==> src/rtl/lsu_queue.sv <==
// lsu_queue: in-order load/store queue sitting between dispatch/AGU and an
// 8-bit single-cycle data memory.
//
// Loads issue to memory as soon as they reach the head of the queue. The
// result is captured into a CDB register and held until the arbiter accepts
// it. Stores wait at the head until the ROB commits them, and are then written
// to memory in the commit cycle.
//
// Ports:
//   clk, rst             clock; synchronous active-high reset
//   disp_*               dispatch handshake and the op payload
//                        (type, tag, address, store data)
//   commit_store         ROB commits the oldest store
//   flush                discard every queued op
//   cdb_*                load result broadcast (valid/ready handshake)
//   mem_*                direct drive of the memory pins, plus its
//                        combinational read data
//   count                number of occupied entries
//   commit_err           sticky flag: commit_store arrived with no store
//                        at the head
module lsu_queue #(
  parameter int DEPTH = 4,
  parameter int TAG_W = 4
) (
  input  logic                     clk,
  input  logic                     rst,
  input  logic                     disp_valid,
  output logic                     disp_ready,
  input  logic                     disp_is_store,
  input  logic [TAG_W-1:0]         disp_tag,
  input  logic [7:0]               disp_addr,
  input  logic [7:0]               disp_data,
  input  logic                     commit_store,
  input  logic                     flush,
  output logic                     cdb_valid,
  output logic [TAG_W-1:0]         cdb_tag,
  output logic [7:0]               cdb_data,
  input  logic                     cdb_ready,
  output logic [7:0]               mem_addr,
  output logic [7:0]               mem_data_in,
  output logic                     mem_enable,
  output logic                     mem_wr,
  input  logic [7:0]               mem_data_out,
  output logic [$clog2(DEPTH):0]   count,
  output logic                     commit_err
);

  localparam int PW = $clog2(DEPTH);
  localparam int CW = PW + 1;

  localparam logic [0:0] IDLE  = 1'b0;
  localparam logic [0:0] LRESP = 1'b1;

  // Entry storage. Not reset: an entry is only read while it is occupied.
  logic             ent_store [DEPTH];
  logic [TAG_W-1:0] ent_tag   [DEPTH];
  logic [7:0]       ent_addr  [DEPTH];
  logic [7:0]       ent_data  [DEPTH];

  logic [PW-1:0]    head_reg;
  logic [PW-1:0]    tail_reg;
  logic [CW-1:0]    count_reg;
  logic [0:0]       state_reg;
  logic [TAG_W-1:0] cdb_tag_reg;
  logic [7:0]       cdb_data_reg;
  logic             commit_err_reg;

  logic             full;
  logic             head_ok;
  logic             head_is_store;
  logic             issue_load;
  logic             issue_store;
  logic             push;
  logic             pop;

  assign full          = (count_reg == CW'(DEPTH));
  assign head_is_store = ent_store[head_reg];
  // The head may only issue from IDLE; in LRESP a load result is still
  // waiting for the CDB.
  assign head_ok       = (state_reg == IDLE) && (count_reg != '0);
  assign issue_load    = head_ok && !head_is_store;
  assign issue_store   = head_ok && head_is_store && commit_store;

  // A full queue refuses dispatch even when a pop happens in the same cycle,
  // which keeps disp_ready a pure function of registered state.
  assign push = disp_valid && !full && !flush;
  assign pop  = issue_load || issue_store;

  assign disp_ready = !full;
  assign cdb_valid  = (state_reg == LRESP);
  assign cdb_tag    = cdb_tag_reg;
  assign cdb_data   = cdb_data_reg;
  assign count      = count_reg;
  assign commit_err = commit_err_reg;

  // The memory pins are driven only while an access is issued, and are zero
  // otherwise, so a read and a write can never overlap.
  always_comb begin
    mem_enable  = 1'b0;
    mem_wr      = 1'b0;
    mem_addr    = 8'h00;
    mem_data_in = 8'h00;
    if (issue_load) begin
      mem_enable = 1'b1;
      mem_addr   = ent_addr[head_reg];
    end else if (issue_store) begin
      mem_enable  = 1'b1;
      mem_wr      = 1'b1;
      mem_addr    = ent_addr[head_reg];
      mem_data_in = ent_data[head_reg];
    end
  end

  always_ff @(posedge clk) begin
    if (!rst && push) begin
      ent_store[tail_reg] <= disp_is_store;
      ent_tag[tail_reg]   <= disp_tag;
      ent_addr[tail_reg]  <= disp_addr;
      ent_data[tail_reg]  <= disp_data;
    end
  end

  always_ff @(posedge clk) begin
    if (rst) begin
      head_reg       <= '0;
      tail_reg       <= '0;
      count_reg      <= '0;
      state_reg      <= IDLE;
      cdb_tag_reg    <= '0;
      cdb_data_reg   <= '0;
      commit_err_reg <= 1'b0;
    end else begin
      // An illegal commit is ignored and only raises the sticky flag.
      if (commit_store && !(head_ok && head_is_store))
        commit_err_reg <= 1'b1;

      if (flush) begin
        // A store committed in this cycle has already been written, because
        // the memory samples at this same edge. A load issued in this cycle
        // is dropped.
        head_reg  <= '0;
        tail_reg  <= '0;
        count_reg <= '0;
        state_reg <= IDLE;
      end else begin
        // Pointers wrap on their own because DEPTH is a power of two.
        if (push) tail_reg <= tail_reg + 1'b1;
        if (pop)  head_reg <= head_reg + 1'b1;

        case ({push, pop})
          2'b10:   count_reg <= count_reg + 1'b1;
          2'b01:   count_reg <= count_reg - 1'b1;
          default: count_reg <= count_reg;
        endcase

        case (state_reg)
          IDLE: begin
            if (issue_load) begin
              cdb_tag_reg  <= ent_tag[head_reg];
              cdb_data_reg <= mem_data_out;
              state_reg    <= LRESP;
            end
          end
          LRESP: begin
            if (cdb_ready) state_reg <= IDLE;
          end
          default: state_reg <= IDLE;
        endcase
      end
    end
  end

endmodule

==> config.mk <==
export PLATFORM = sky130hd
export DESIGN_NAME = lsu_queue
export DESIGN_NICKNAME = d
export VERILOG_FILES = /design/src/rtl/lsu_queue.sv
export SDC_FILE = /design/constraint.sdc
export NUM_CORES = 1
export LEC_CHECK = 0
export CORE_MARGIN = 10
export CORE_UTILIZATION = 57
export DETAILED_ROUTE_END_ITERATION = 10
export PLACE_DENSITY = 0.82
export SYNTH_ARGS = -nofsm -noshare
export SYNTH_HDL_FRONTEND = slang
export SYNTH_SLANG_ARGS = --single-unit
==> constraint.sdc <==
create_clock -name clk -period 8.5 [get_ports clk]
set_input_delay 2.55 -clock clk [delete_from_list [all_inputs] [get_ports clk]]
set_output_delay 2.55 -clock clk [all_outputs]
set_load 0.02 [all_outputs]
==> run metrics, run 1 <==
Tmin final 7280 ps; cell mode on critical path clkdlybuf4s50_1; Bufs and invs on worst path 3; Cell Rows 31; post-synth cell types 34; main combinational cell family by area after synthesis multiplexers; n_diodes 0; # Post-CTS Setup Buffers 0; DRC viols 0; Final Cycle Share 85.7%; CTS buffer count 9; 1st-iter DRT viols approximately 110; Syn Area/Cell 17.2 um2; Hold WC Path Type register to register; DR WL/cell around 19 um; Clock transition at path regs 90 ps; GRT overflow 0; clock root buffer clkbuf_8; Final ANT Viol Nets 0; first-pass GRT wire length ~13000 um; Routed WL 8130 um; Worst VDD drop 0.151 mV; crit path launch type input port; Slew HR 25.2%; Die X ~110 um; synthesis-to-finish area growth 21.9%; placed inst area 0.00508 mm2; routability cong. 0.691; critical path fanouts, max 12; Setup crit end kind output port; Stages on worst setup path 5; final hold vios 0; Fmax 137 MHz; r2r setup slk 4900 ps; H-tree depth 3; cells along the critical path clkdlybuf4s50_1 -> inv_1 -> a211oi_2 -> and2_1 -> clkdlybuf4s50_1; Max-Cap Viols 0; fin util 72.0%; syn nets 292; Max clock buf depth 2; register bit total from synthesis 107; reg-to-reg endpoint count[2]$_SDFFE_PP0P_; Worst Tran Pin Value 1120 ps; Synth Warn # 0; first-pass iteration count of the detailed router 4; Critical Path End mem_addr[6]; CORE AREA 0.00729 mm2; Initial Util 59.1%; layout cells sized above 1 11.0%; WP data arrival ~4700 ps; CP Launch Point commit_store; RSZ-0062 raised after global routing false; commonest cells after routing, fill and taps aside edfxtp_1 (84), clkdlybuf4s50_1 (70), nand2b_1 (25); setup TNS 0 ps; initial antenna violation count 0; Avg Vias per Cell 5.50; # fillers 480; vias in the first global route 2432; vias 2338; status completed; I/O Buffers 70; Synth Area in XOR/XNOR 0.406%; post-placement cell count 409; Synth Area in Simple Gates between 9 and 10%; Req. time, crit path 5950 ps; worst-case clock skew 11.1 ps; Largest regs ent_addr: 32 flops, ent_data: 32 flops, ent_tag: 16 flops; Static Leak 1.70 nW; mux contribution to synthesized area around 15%; Clock Latency Late Sink between 300 and 400 ps; CP max stage delay 770 ps; CP max stage cell a211oi_2; Non-Filler Instances 425; WS Path Type input port to output port; sequential area share after synthesis about 69%; TritonCTS clock tree yes; R2R depth 8; I/O pin cnt 71; top routing layer used met4; Design Power 0.919 mW; total track usage 14.6%; metal3 WL between 500 and 600 um; Post-CTS Resized 0; synthesized cell area ~0.0043 mm2; endpoints failing setup 0; Synth Area in Adders 1.92%; largest net degree at the start of global routing 29; area of the die 0.0114 mm2; Clock Sinks approximately 110; Synth Instances 251; met1 wire length 3570 um; Slew Limit Fails 0; Post-DP HPWL between 5000 and 6000 um; Cell Pwr Density 175 mW/mm2; DR WL met2 3920 um; post-layout net count 362; DIE HEIGHT 107 um; CTS Hold Bufs 0; Compound-Gate Fraction of Synth Area 1.63%; delay-heaviest family, CP buffers and inverters; commonest non-fill, non-tap cell in the layout edfxtp_1; Layout Cell Area excl Fill ~0.0053 mm2
-- metrics by stage --
stage	setup slack (ps)	hold slack (ps)
global route	1070	493
CTS	1100	483
finish	1220	477
detailed placement	1120	464
global placement	1250	457
floorplan	2340	484
-- synth_stat cells (all sizes together) --
master	n	area, um2
edfxtp	84	2520
nand2b	25	156
dfxtp	23	460
mux4	21	492
mux2i	15	150
inv	10	37.5
and2	8	50.1
clkbuf	8	31.3
nor2b	8	50.1
nor2	6	22.5
a21oi	5	25.0
ha	5	62.6
and3	4	25.0
buf	4	31.3
or3	4	25.0
nand2	3	11.3
o21ai	3	15.0
a211oi	2	20.0
nand3	2	10.0
nor3	2	10.0
xor2	2	17.5
a2111oi	1	10.0
fa	1	20.0
nor3b	1	7.51
nor4	1	21.3
or2	1	6.26
or4	1	11.3
or4b	1	10.0
-- worst reg2reg max path, cell delays in order (launching register included) --
cell and delay [ps]:
dfxtp_1 840, mux4_2 510, a211oi_2 840, ha_1 320, inv_1 70, fa_1 370, xor2_1 160, or3_1 300
a21oi_1 140
-- worst min path at each step --
stage	cells after the start	startpoint	to	slack, ps
final	2	cdb_data[1]$_SDFFE_PP0P_	cdb_data[1]$_SDFFE_PP0P_	480
after floorplan	2	tail_reg[0]$_SDFFE_PP0P_	tail_reg[0]$_SDFFE_PP0P_	480
after global routing	2	cdb_tag[0]$_SDFFE_PP0P_	cdb_tag[0]$_SDFFE_PP0P_	490
after detailed placement	2	cdb_tag[1]$_SDFFE_PP0P_	cdb_tag[1]$_SDFFE_PP0P_	460
after CTS	2	cdb_data[1]$_SDFFE_PP0P_	cdb_data[1]$_SDFFE_PP0P_	480
after global placement	2	cdb_data[6]$_SDFFE_PP0P_	cdb_data[6]$_SDFFE_PP0P_	460
-- logic make-up (layout without fill, tap and decap cells) --
kind of cell	Yosys count	after routing
buf+inv	22	97
xor+xnor	2	2
compound gates	11	11
mux	36	36
flops	107	107
fa+ha+maj	6	6
simple gates	67	67
-- where the power goes --
part | internal [mW] | switching [mW] | leakage, nW
sequential | 0.570 | 0.00337 | 0.945
clock | 0.115 | 0.161 | 0.0903
combinational | 0.0369 | 0.0326 | 0.668
total | 0.722 | 0.197 | 1.70
-- area by class of cell --
type                       count  area, um2  area share [%]
clock buffer                  12        145            2.76
clock inverter                 4       27.5           0.524
inverter                      10       37.5           0.714
multi-input combinational    122       1230            23.4
sequential                   107       2980            56.8
tap                           99        124            2.36
timing repair buffer          71        708            13.5
-- per-layer routing --
layer | vias to the layer above | track usage [%]
met5 | - | 0
met1 | 1166 | 17.5
met4 | 0 | 5.22
met3 | 6 | 5.51
li1 | 1085 | -
met2 | 81 | 23.6
(Power assumes the default switching activity.)
==> run 2: changes to the inputs <==
--- a/config.mk
+++ b/config.mk
@@ -5,10 +5,12 @@
 export SDC_FILE = /design/constraint.sdc
 export NUM_CORES = 1
 export LEC_CHECK = 0
-export CORE_MARGIN = 10
+export CORE_MARGIN = 2
 export CORE_UTILIZATION = 57
+export CTS_CLUSTER_SIZE = 20
 export DETAILED_ROUTE_END_ITERATION = 10
 export PLACE_DENSITY = 0.82
+export SETUP_SLACK_MARGIN = 0.02
 export SYNTH_ARGS = -nofsm -noshare
 export SYNTH_HDL_FRONTEND = slang
 export SYNTH_SLANG_ARGS = --single-unit
==> run 2 against run 1 <==
Effect of this change: flip-flop and latch count is the same; critical path type unchanged; clock power grew 13%; via count shrank 0.47%; sequential power is essentially flat; critical path depth is the same; critical endpoint is now mem_addr[1]; fmax shrank 1.1%; cell area grew 0.69%; largest cell class unchanged; non-clock buffer count grew 1.
==> run metrics, run 2 (synthesis gave the netlist of run 1 again) <==
Final Cycle Share 86.6% (was 85.7%); layout cells sized above 1 11.9% (was 11.0%); first-pass GRT wire length 12200 um (was 12800 um); Max-Cap Viols 0 (unchanged); largest net degree at the start of global routing 29 (unchanged); area of the die 0.00828 mm2 (was 0.0114 mm2); critical path fanouts, max 12 (unchanged); first-pass iteration count of the detailed router 4 (unchanged); I/O pin cnt 71 (unchanged); Max clock buf depth 2 (unchanged); fin util 72.5% (was 72.0%); post-layout net count 363 (was 362); endpoints failing setup 0 (unchanged); CORE AREA 0.00729 mm2 (unchanged); CTS buffer count 9 (unchanged); CP max stage delay 830 ps (was 770 ps); setup TNS 0 ps (unchanged); I/O Buffers 70 (unchanged); # fillers 489 (was 480); synthesis-to-finish area growth 22.7% (was 21.9%); DR WL/cell 17.3 um (was 19.1 um); Final ANT Viol Nets 0 (unchanged); 1st-iter DRT viols 99 (was 111); Worst VDD drop 0.184 mV (was 0.151 mV); Slew Limit Fails 0 (unchanged); Setup crit end kind output port (unchanged); Req. time, crit path 5950 ps (about the same); DRC viols 0 (unchanged); final hold vios 0 (unchanged); Static Leak 1.72 nW (was 1.70 nW); vias 2327 (was 2338); total track usage 19.3% (was 14.6%); Tmin final 7360 ps (was 7280 ps); Clock Latency Late Sink 360 ps (about the same); Cell Rows 31 (unchanged); commonest cells after routing, fill and taps aside edfxtp_1 (84), clkdlybuf4s50_1 (70), nand2b_1 (25) (unchanged); status completed (unchanged); Clock Sinks 107 (unchanged); clock root buffer clkbuf_8 (unchanged); Worst Tran Pin Value 1110 ps (was 1120 ps); Routed WL 7370 um (was 8130 um); Post-DP HPWL 4760 um (was 5550 um); Clock transition at path regs 90 ps (about the same); WS Path Type input port to output port (unchanged); Die X 91.0 um (was 107 um); cells along the critical path clkdlybuf4s50_1 -> inv_1 -> a211oi_2 -> and2_1 -> clkdlybuf4s50_1 (unchanged); CTS Hold Bufs 0 (unchanged); CP max stage cell a211oi_2 (unchanged); Hold WC Path Type register to register (unchanged); routability cong. 0.715 (was 0.691); TritonCTS clock tree yes (unchanged); worst-case clock skew 9.06 ps (was 11.1 ps); Fmax 136 MHz (was 137 MHz); Largest regs ent_addr: 32 flops, ent_data: 32 flops, ent_tag: 16 flops (unchanged); crit path launch type input port (unchanged); Cell Pwr Density 180 mW/mm2 (was 175 mW/mm2); RSZ-0062 raised after global routing false (unchanged); Initial Util 59.1% (unchanged); Post-CTS Resized 0 (unchanged); initial antenna violation count 0 (unchanged); WP data arrival 4810 ps (was 4730 ps); cell mode on critical path clkdlybuf4s50_1 (unchanged); Avg Vias per Cell 5.46 (was 5.50); Slew HR 25.9% (was 25.2%); vias in the first global route 2465 (was 2432); H-tree depth 3 (unchanged); DIE HEIGHT 91.0 um (was 107 um); # Post-CTS Setup Buffers 0 (unchanged); Hold WS 476 ps (was 477 ps); GRT overflow 0 (unchanged); n_diodes 0 (unchanged); commonest non-fill, non-tap cell in the layout edfxtp_1 (unchanged)
run 2: report_power, final:
| part | leakage, nW | total, mW | switching (mW) | internal, mW |
|---|---|---|---|---|
| sequential | 0.945 | 0.573 | 0.00336 | 0.570 |
| clock | 0.0998 | 0.311 | 0.173 | 0.138 |
| combinational | 0.673 | 0.0693 | 0.0320 | 0.0373 |
| total | 1.72 | 0.954 | 0.208 | 0.746 |
run 2: stage by stage:
step           area (um2)  std cells  setup WS, ps  power (mW)
2_1_floorplan        4310        251          2340       0.619
3_3_place_gp         5090        410          1250       0.653
3_5_place_dp         5090        410          1170       0.655
4_1_cts              5290        426          1150       0.959
5_1_grt              5290        426          1040       0.985
6_report             5290        426          1140       0.954
run 2: final timing paths:
path / from / end / slack, ps / cells after the start
max: commit_store / mem_addr[1] / 1140 / 5
min reg2reg: cdb_data[1]$_SDFFE_PP0P_ / cdb_data[1]$_SDFFE_PP0P_ / 480 / 2
max reg2reg: register / count[2]$_SDFFE_PP0P_ / 4780 / 8
min: cdb_data[1]$_SDFFE_PP0P_ / cdb_data[1]$_SDFFE_PP0P_ / 480 / 2
run 2: per-layer routing:
| layer | track usage [%] | share of wire [%] | up-vias |
|---|---|---|---|
| li1 | - | - | 1086 |
| met1 | 25.5 | 44 | 1164 |
| met2 | 31.5 | 50 | 70 |
| met3 | 5.56 | 5.1 | 7 |
| met4 | 5.68 | 1.2 | 0 |
| met5 | 0 | 0 | - |
run 2: cell type report:
type / instances / area [um2] / area share [%]
Inverter: 10 / 37.5 / 0.710
Sequential cell: 107 / 2980 / 56.4
Timing Repair Buffer: 72 / 716 / 13.5
Multi-Input combinational cell: 122 / 1230 / 23.2
Clock buffer: 9 / 124 / 2.34
Tap cell: 99 / 124 / 2.34
Clock inverter: 7 / 77.6 / 1.47
run 2: critical path: cells and delay by family:
kind            cells  cell delay [ps]
compound gates      1              830
buf+inv             3             1180
simple gates        1              260
